==> config.mk <==
export PLATFORM = sky130hd
export DESIGN_NAME = ram_fifo_ctrl
export DESIGN_NICKNAME = d
export VERILOG_FILES = /design/src/rtl/ram_fifo_ctrl.sv
export SDC_FILE = /design/constraint.sdc
export NUM_CORES = 1
export LEC_CHECK = 0
export BUFFER_PORTS_ARGS = -buffer_cell sky130_fd_sc_hd__buf_4
export CAP_MARGIN = 20
export CORE_MARGIN = 1.5
export CORE_UTILIZATION = 40
export CTS_CLUSTER_SIZE = 16
export DETAILED_ROUTE_END_ITERATION = 8
export GPL_TIMING_DRIVEN = 1
export PLACE_DENSITY = 0.73
export SYNTH_ARGS = -nofsm -noshare
export SYNTH_HDL_FRONTEND = slang
export SYNTH_SLANG_ARGS = --single-unit
==> constraint.sdc <==
create_clock -name clk -period 4.9 [get_ports clk]
set_input_delay 0.49 -clock clk [delete_from_list [all_inputs] [get_ports clk]]
set_output_delay 0.49 -clock clk [all_outputs]
set_load 0.01 [all_outputs]
==> src/rtl/ram_fifo_ctrl.sv <==
// FIFO controller in front of a single-port RAM with one registered read port.
// Reads win the port over writes; one read outstanding; registered output stage.
module ram_fifo_ctrl #(
  parameter int DATA_WIDTH = 8,
  parameter int ADDR_WIDTH = 4
) (
  input  logic                  clk,
  input  logic                  rst,
  input  logic                  in_valid,
  output logic                  in_ready,
  input  logic [DATA_WIDTH-1:0] in_data,
  output logic                  out_valid,
  input  logic                  out_ready,
  output logic [DATA_WIDTH-1:0] out_data,
  output logic [ADDR_WIDTH+1:0] count,
  output logic                  full,
  output logic                  empty,
  output logic                  ram_we,
  output logic [ADDR_WIDTH-1:0] ram_addr,
  output logic [DATA_WIDTH-1:0] ram_din,
  input  logic [DATA_WIDTH-1:0] ram_dout
);

  localparam logic [0:0]            ST_IDLE    = 1'b0;
  localparam logic [0:0]            ST_RD_WAIT = 1'b1;
  localparam logic [ADDR_WIDTH:0]   DEPTH      = {1'b1, {ADDR_WIDTH{1'b0}}};
  localparam logic [ADDR_WIDTH:0]   MEM_ZERO   = {(ADDR_WIDTH+1){1'b0}};
  localparam logic [ADDR_WIDTH:0]   MEM_ONE    = {{ADDR_WIDTH{1'b0}}, 1'b1};
  localparam logic [ADDR_WIDTH-1:0] PTR_ZERO   = {ADDR_WIDTH{1'b0}};
  localparam logic [ADDR_WIDTH-1:0] PTR_ONE    = {{(ADDR_WIDTH-1){1'b0}}, 1'b1};
  localparam logic [DATA_WIDTH-1:0] DATA_ZERO  = {DATA_WIDTH{1'b0}};
  localparam logic [ADDR_WIDTH:0]   CNT_PAD    = {(ADDR_WIDTH+1){1'b0}};

  logic [0:0]            r_state;
  logic [ADDR_WIDTH-1:0] r_wr_ptr;
  logic [ADDR_WIDTH-1:0] r_rd_ptr;
  logic [ADDR_WIDTH:0]   r_mem_count;
  logic                  r_out_valid;
  logic [DATA_WIDTH-1:0] r_out_data;

  logic w_rd_wait;
  logic w_rd_issue;
  logic w_wr_accept;

  assign w_rd_wait   = (r_state == ST_RD_WAIT);
  assign w_rd_issue  = (r_mem_count != MEM_ZERO) && (r_state == ST_IDLE) &&
                       (!r_out_valid || out_ready);
  assign in_ready    = (r_mem_count != DEPTH) && !w_rd_issue;
  assign w_wr_accept = in_valid && in_ready;

  assign out_valid = r_out_valid;
  assign out_data  = r_out_data;
  assign count     = {1'b0, r_mem_count} + {CNT_PAD, w_rd_wait} + {CNT_PAD, r_out_valid};
  assign full      = (r_mem_count == DEPTH);
  assign empty     = (count == {1'b0, CNT_PAD});

  // RAM port steering: a read issue owns the address, otherwise it parks on wr_ptr
  always_comb begin
    ram_we   = 1'b0;
    ram_addr = r_wr_ptr;
    ram_din  = in_data;
    if (w_rd_issue) begin
      ram_addr = r_rd_ptr;
    end else if (w_wr_accept) begin
      ram_we = 1'b1;
    end else begin
      ram_we = 1'b0;
    end
  end

  always_ff @(posedge clk) begin
    if (rst) begin
      r_state     <= ST_IDLE;
      r_wr_ptr    <= PTR_ZERO;
      r_rd_ptr    <= PTR_ZERO;
      r_mem_count <= MEM_ZERO;
    end else begin
      case (r_state)
        ST_IDLE:    r_state <= w_rd_issue ? ST_RD_WAIT : ST_IDLE;
        ST_RD_WAIT: r_state <= ST_IDLE;
        default:    r_state <= ST_IDLE;
      endcase
      if (w_rd_issue) begin
        r_rd_ptr    <= r_rd_ptr + PTR_ONE;
        r_mem_count <= r_mem_count - MEM_ONE;
      end else if (w_wr_accept) begin
        r_wr_ptr    <= r_wr_ptr + PTR_ONE;
        r_mem_count <= r_mem_count + MEM_ONE;
      end else begin
        r_mem_count <= r_mem_count;
      end
    end
  end

  // Output stage: a reload from RD_WAIT takes precedence over a pop
  always_ff @(posedge clk) begin
    if (rst) begin
      r_out_valid <= 1'b0;
      r_out_data  <= DATA_ZERO;
    end else if (w_rd_wait) begin
      r_out_valid <= 1'b1;
      r_out_data  <= ram_dout;
    end else if (r_out_valid && out_ready) begin
      r_out_valid <= 1'b0;
    end else begin
      r_out_valid <= r_out_valid;
    end
  end

endmodule

==> metrics <==
status completed; post-route insts no fill 209; Root Driver clkbuf_4; library cells used by synthesis 38; Total Wirelength 2655 µm; clk buf depth 2; Leakage 0.0007097 µW; Comb pwr share 0.594; ys flop type dfxtp_1; vias per cell 4.818; TritonCTS clock tree built; routed via count 1,007; post-synthesis sequential area ratio 0.3505; Final Critical Period 3363 ps; htree depth 1; P&R area growth vs syn 18.19%; total CTS buffers 3; cts-stage hold buffer count 0; EDFF count, synth 0; worst-path maximum fanout 15; initial antenna violation count 0; Final WS setup 1537 ps; Worst Path Class, Setup register to output pin; Synth Net Count 167; commonest non-fill, non-tap cell in the layout buf_4; DRC viols 0; clock sinks 23; GRT Total Usage 0.1539; Req. time, crit path 4410 ps; Setup TNS 0 ps; max_slew headroom 0.3182; share of cells above drive strength 1 0.3030; crit path DAT 2870 ps; most frequent cells in the layout buf_4, nor2_1, dfxtp_1; Die Wd 60.31 µm; pwr dens 652.0 nW/µm²; power share of the sequential group 0.320; clock share of power 0.086; vias in the first global route 1,019; drt pass-1 iters 3; fin util 0.5045; Tcrit/Tclk final 0.6863; syn avg cell area 9.317 µm²; Fill cells 296; Max Clock Freq 0.2974 GHz; GR Overflow Total 0; path category of the worst min-delay check primary input to register; Switching Fraction 0.4216; final max-slew violation count 0; Routed Antenna Nets 0; routed len/inst 12.70 µm; Fin Hold WS 411.0 ps; GR Util met3 0.03030; post-placement cell count 205; Internal Pwr Total 585.6 µW; first-pass GRT wire length 4340 µm; post-DP HPWL 2012 µm; M1 GR Usage 0.1968; worst slew pin tran 1021 ps; Max IR drop VDD 0.0002593 V; RSZ-0062 raised after global routing no; ys async rst share 0; postcts setup bufs 0; detailed router's first-iteration violation count 11; largest net degree at the start of global routing 25; num rows 20; P_sw 426.8 µW; Clk Latency, worst-skew pair 300 ps; Ys Warns 0; Synth Cell Area 1314 µm²; routing usage on met2 0.2624; max_cap viols 0; Die ar. 3637 µm²; Yosys reg bits 23; pre-CTS WS 1921 ps; Starting Density 0.4268; crit start category register; cells resized by post-CTS repair 0; antenna diode count 0; Nets 192; Crit. End Element output pin; port buffer count 34; skew final 5.571 ps; Ports 51; final count of negative-setup-slack endpoints 0; Cells after Synth 141; final hold vios 0; gpl congestion 0.9526; total core area 3078 µm²; Clock transition at path regs 130 ps; GRT Max-Usage Layer met2; Die H 60.31 µm
[power groups by stage]
stage	registers [µW]	logic, µW	clock network (µW)
final	324	601	87.0
after detailed placement	326	604	0
after global routing	335	661	99.4
after CTS	322	606	91.0
after global placement	324	582	0
after floorplan	299	461	0
[cell type report]
cell class | instances | area (µm²) | area share
Timing Repair Buffer | 34 | 255.2 | 0.1644
Inverter | 8 | 30.03 | 0.01934
Multi-Input combinational cell | 96 | 724.4 | 0.4666
Clock buffer | 3 | 22.52 | 0.01450
Tap cell | 44 | 55.05 | 0.03546
Sequential cell | 23 | 460.4 | 0.2965
Clock inverter | 1 | 5.005 | 0.003223
[Yosys cell counts (all sizes together), types with 3 or more instances]
| master | n | area [µm²] |
|---|---|---|
| dfxtp | 23 | 460.4 |
| nor2 | 23 | 86.33 |
| buf | 12 | 91.33 |
| mux2i | 11 | 110.1 |
| inv | 8 | 30.03 |
| xnor2 | 6 | 52.55 |
| xor2 | 6 | 52.55 |
| ha | 5 | 62.56 |
| mux2 | 5 | 60.05 |
| nand2 | 5 | 21.27 |
| and3 | 4 | 30.03 |
| nor2b | 4 | 25.02 |
| nand4 | 3 | 18.77 |
| nor3 | 3 | 15.01 |
[per-layer routing]
| metal | share of wire | wire, µm | vias up |
|---|---|---|---|
| li1 | - | - | 520 |
| met5 | 0 | 0 | - |
| met1 | 0.46 | 1224 | 454 |
| met2 | 0.48 | 1273 | 27 |
| met4 | 0.0049 | 13 | 0 |
| met3 | 0.054 | 143 | 6 |
[final timing paths]
check	start	endpoint	slack, ps	cells past startpoint
worst max-delay path	r_state	empty	1540	7
worst min-delay path	ram_dout[6]	out_data[6]	410	3
worst max register to register	r_mem_count[2]	r_mem_count[4]	2020	9
worst min register to register	out_data[7]	out_data[7]	520	2
[cell families (layout without fill, tap and decap cells)]
| group | count (synthesis) | count (layout) | synth area share |
|---|---|---|---|
| and+or+nand+nor | 50 | 50 | 0.2057 |
| adders and majority gates | 6 | 6 | 0.06286 |
| muxes | 16 | 16 | 0.1295 |
| AOI/OAI and AO/OA | 12 | 12 | 0.07333 |
| buffers and inverters | 22 | 46 | 0.09809 |
| xor gates and xnor gates | 12 | 12 | 0.08000 |
| DFF | 23 | 23 | 0.3505 |
[metrics by stage]
step | total power, µW | area (µm²)
finish | 1012 | 1553
global route | 1095 | 1553
CTS | 1019 | 1553
detailed placement | 929.2 | 1525
global placement | 906.3 | 1525
floorplan | 760.0 | 1314
[sequential cells by signal, summed over array words and instances, names as in the netlist]
signal	cells
out_valid	1
r_state	1
r_wr_ptr	4
out_data	8
r_rd_ptr	4
r_mem_count	5
[worst max-delay path, cell delays in order (launching register included)]
cell     delay (ps)
dfxtp_1         810
inv_1           190
fa_1            430
inv_1            90
ha_1            240
or4_1           510
nor3_1          140
buf_4           150
(Power assumes the default switching activity.)
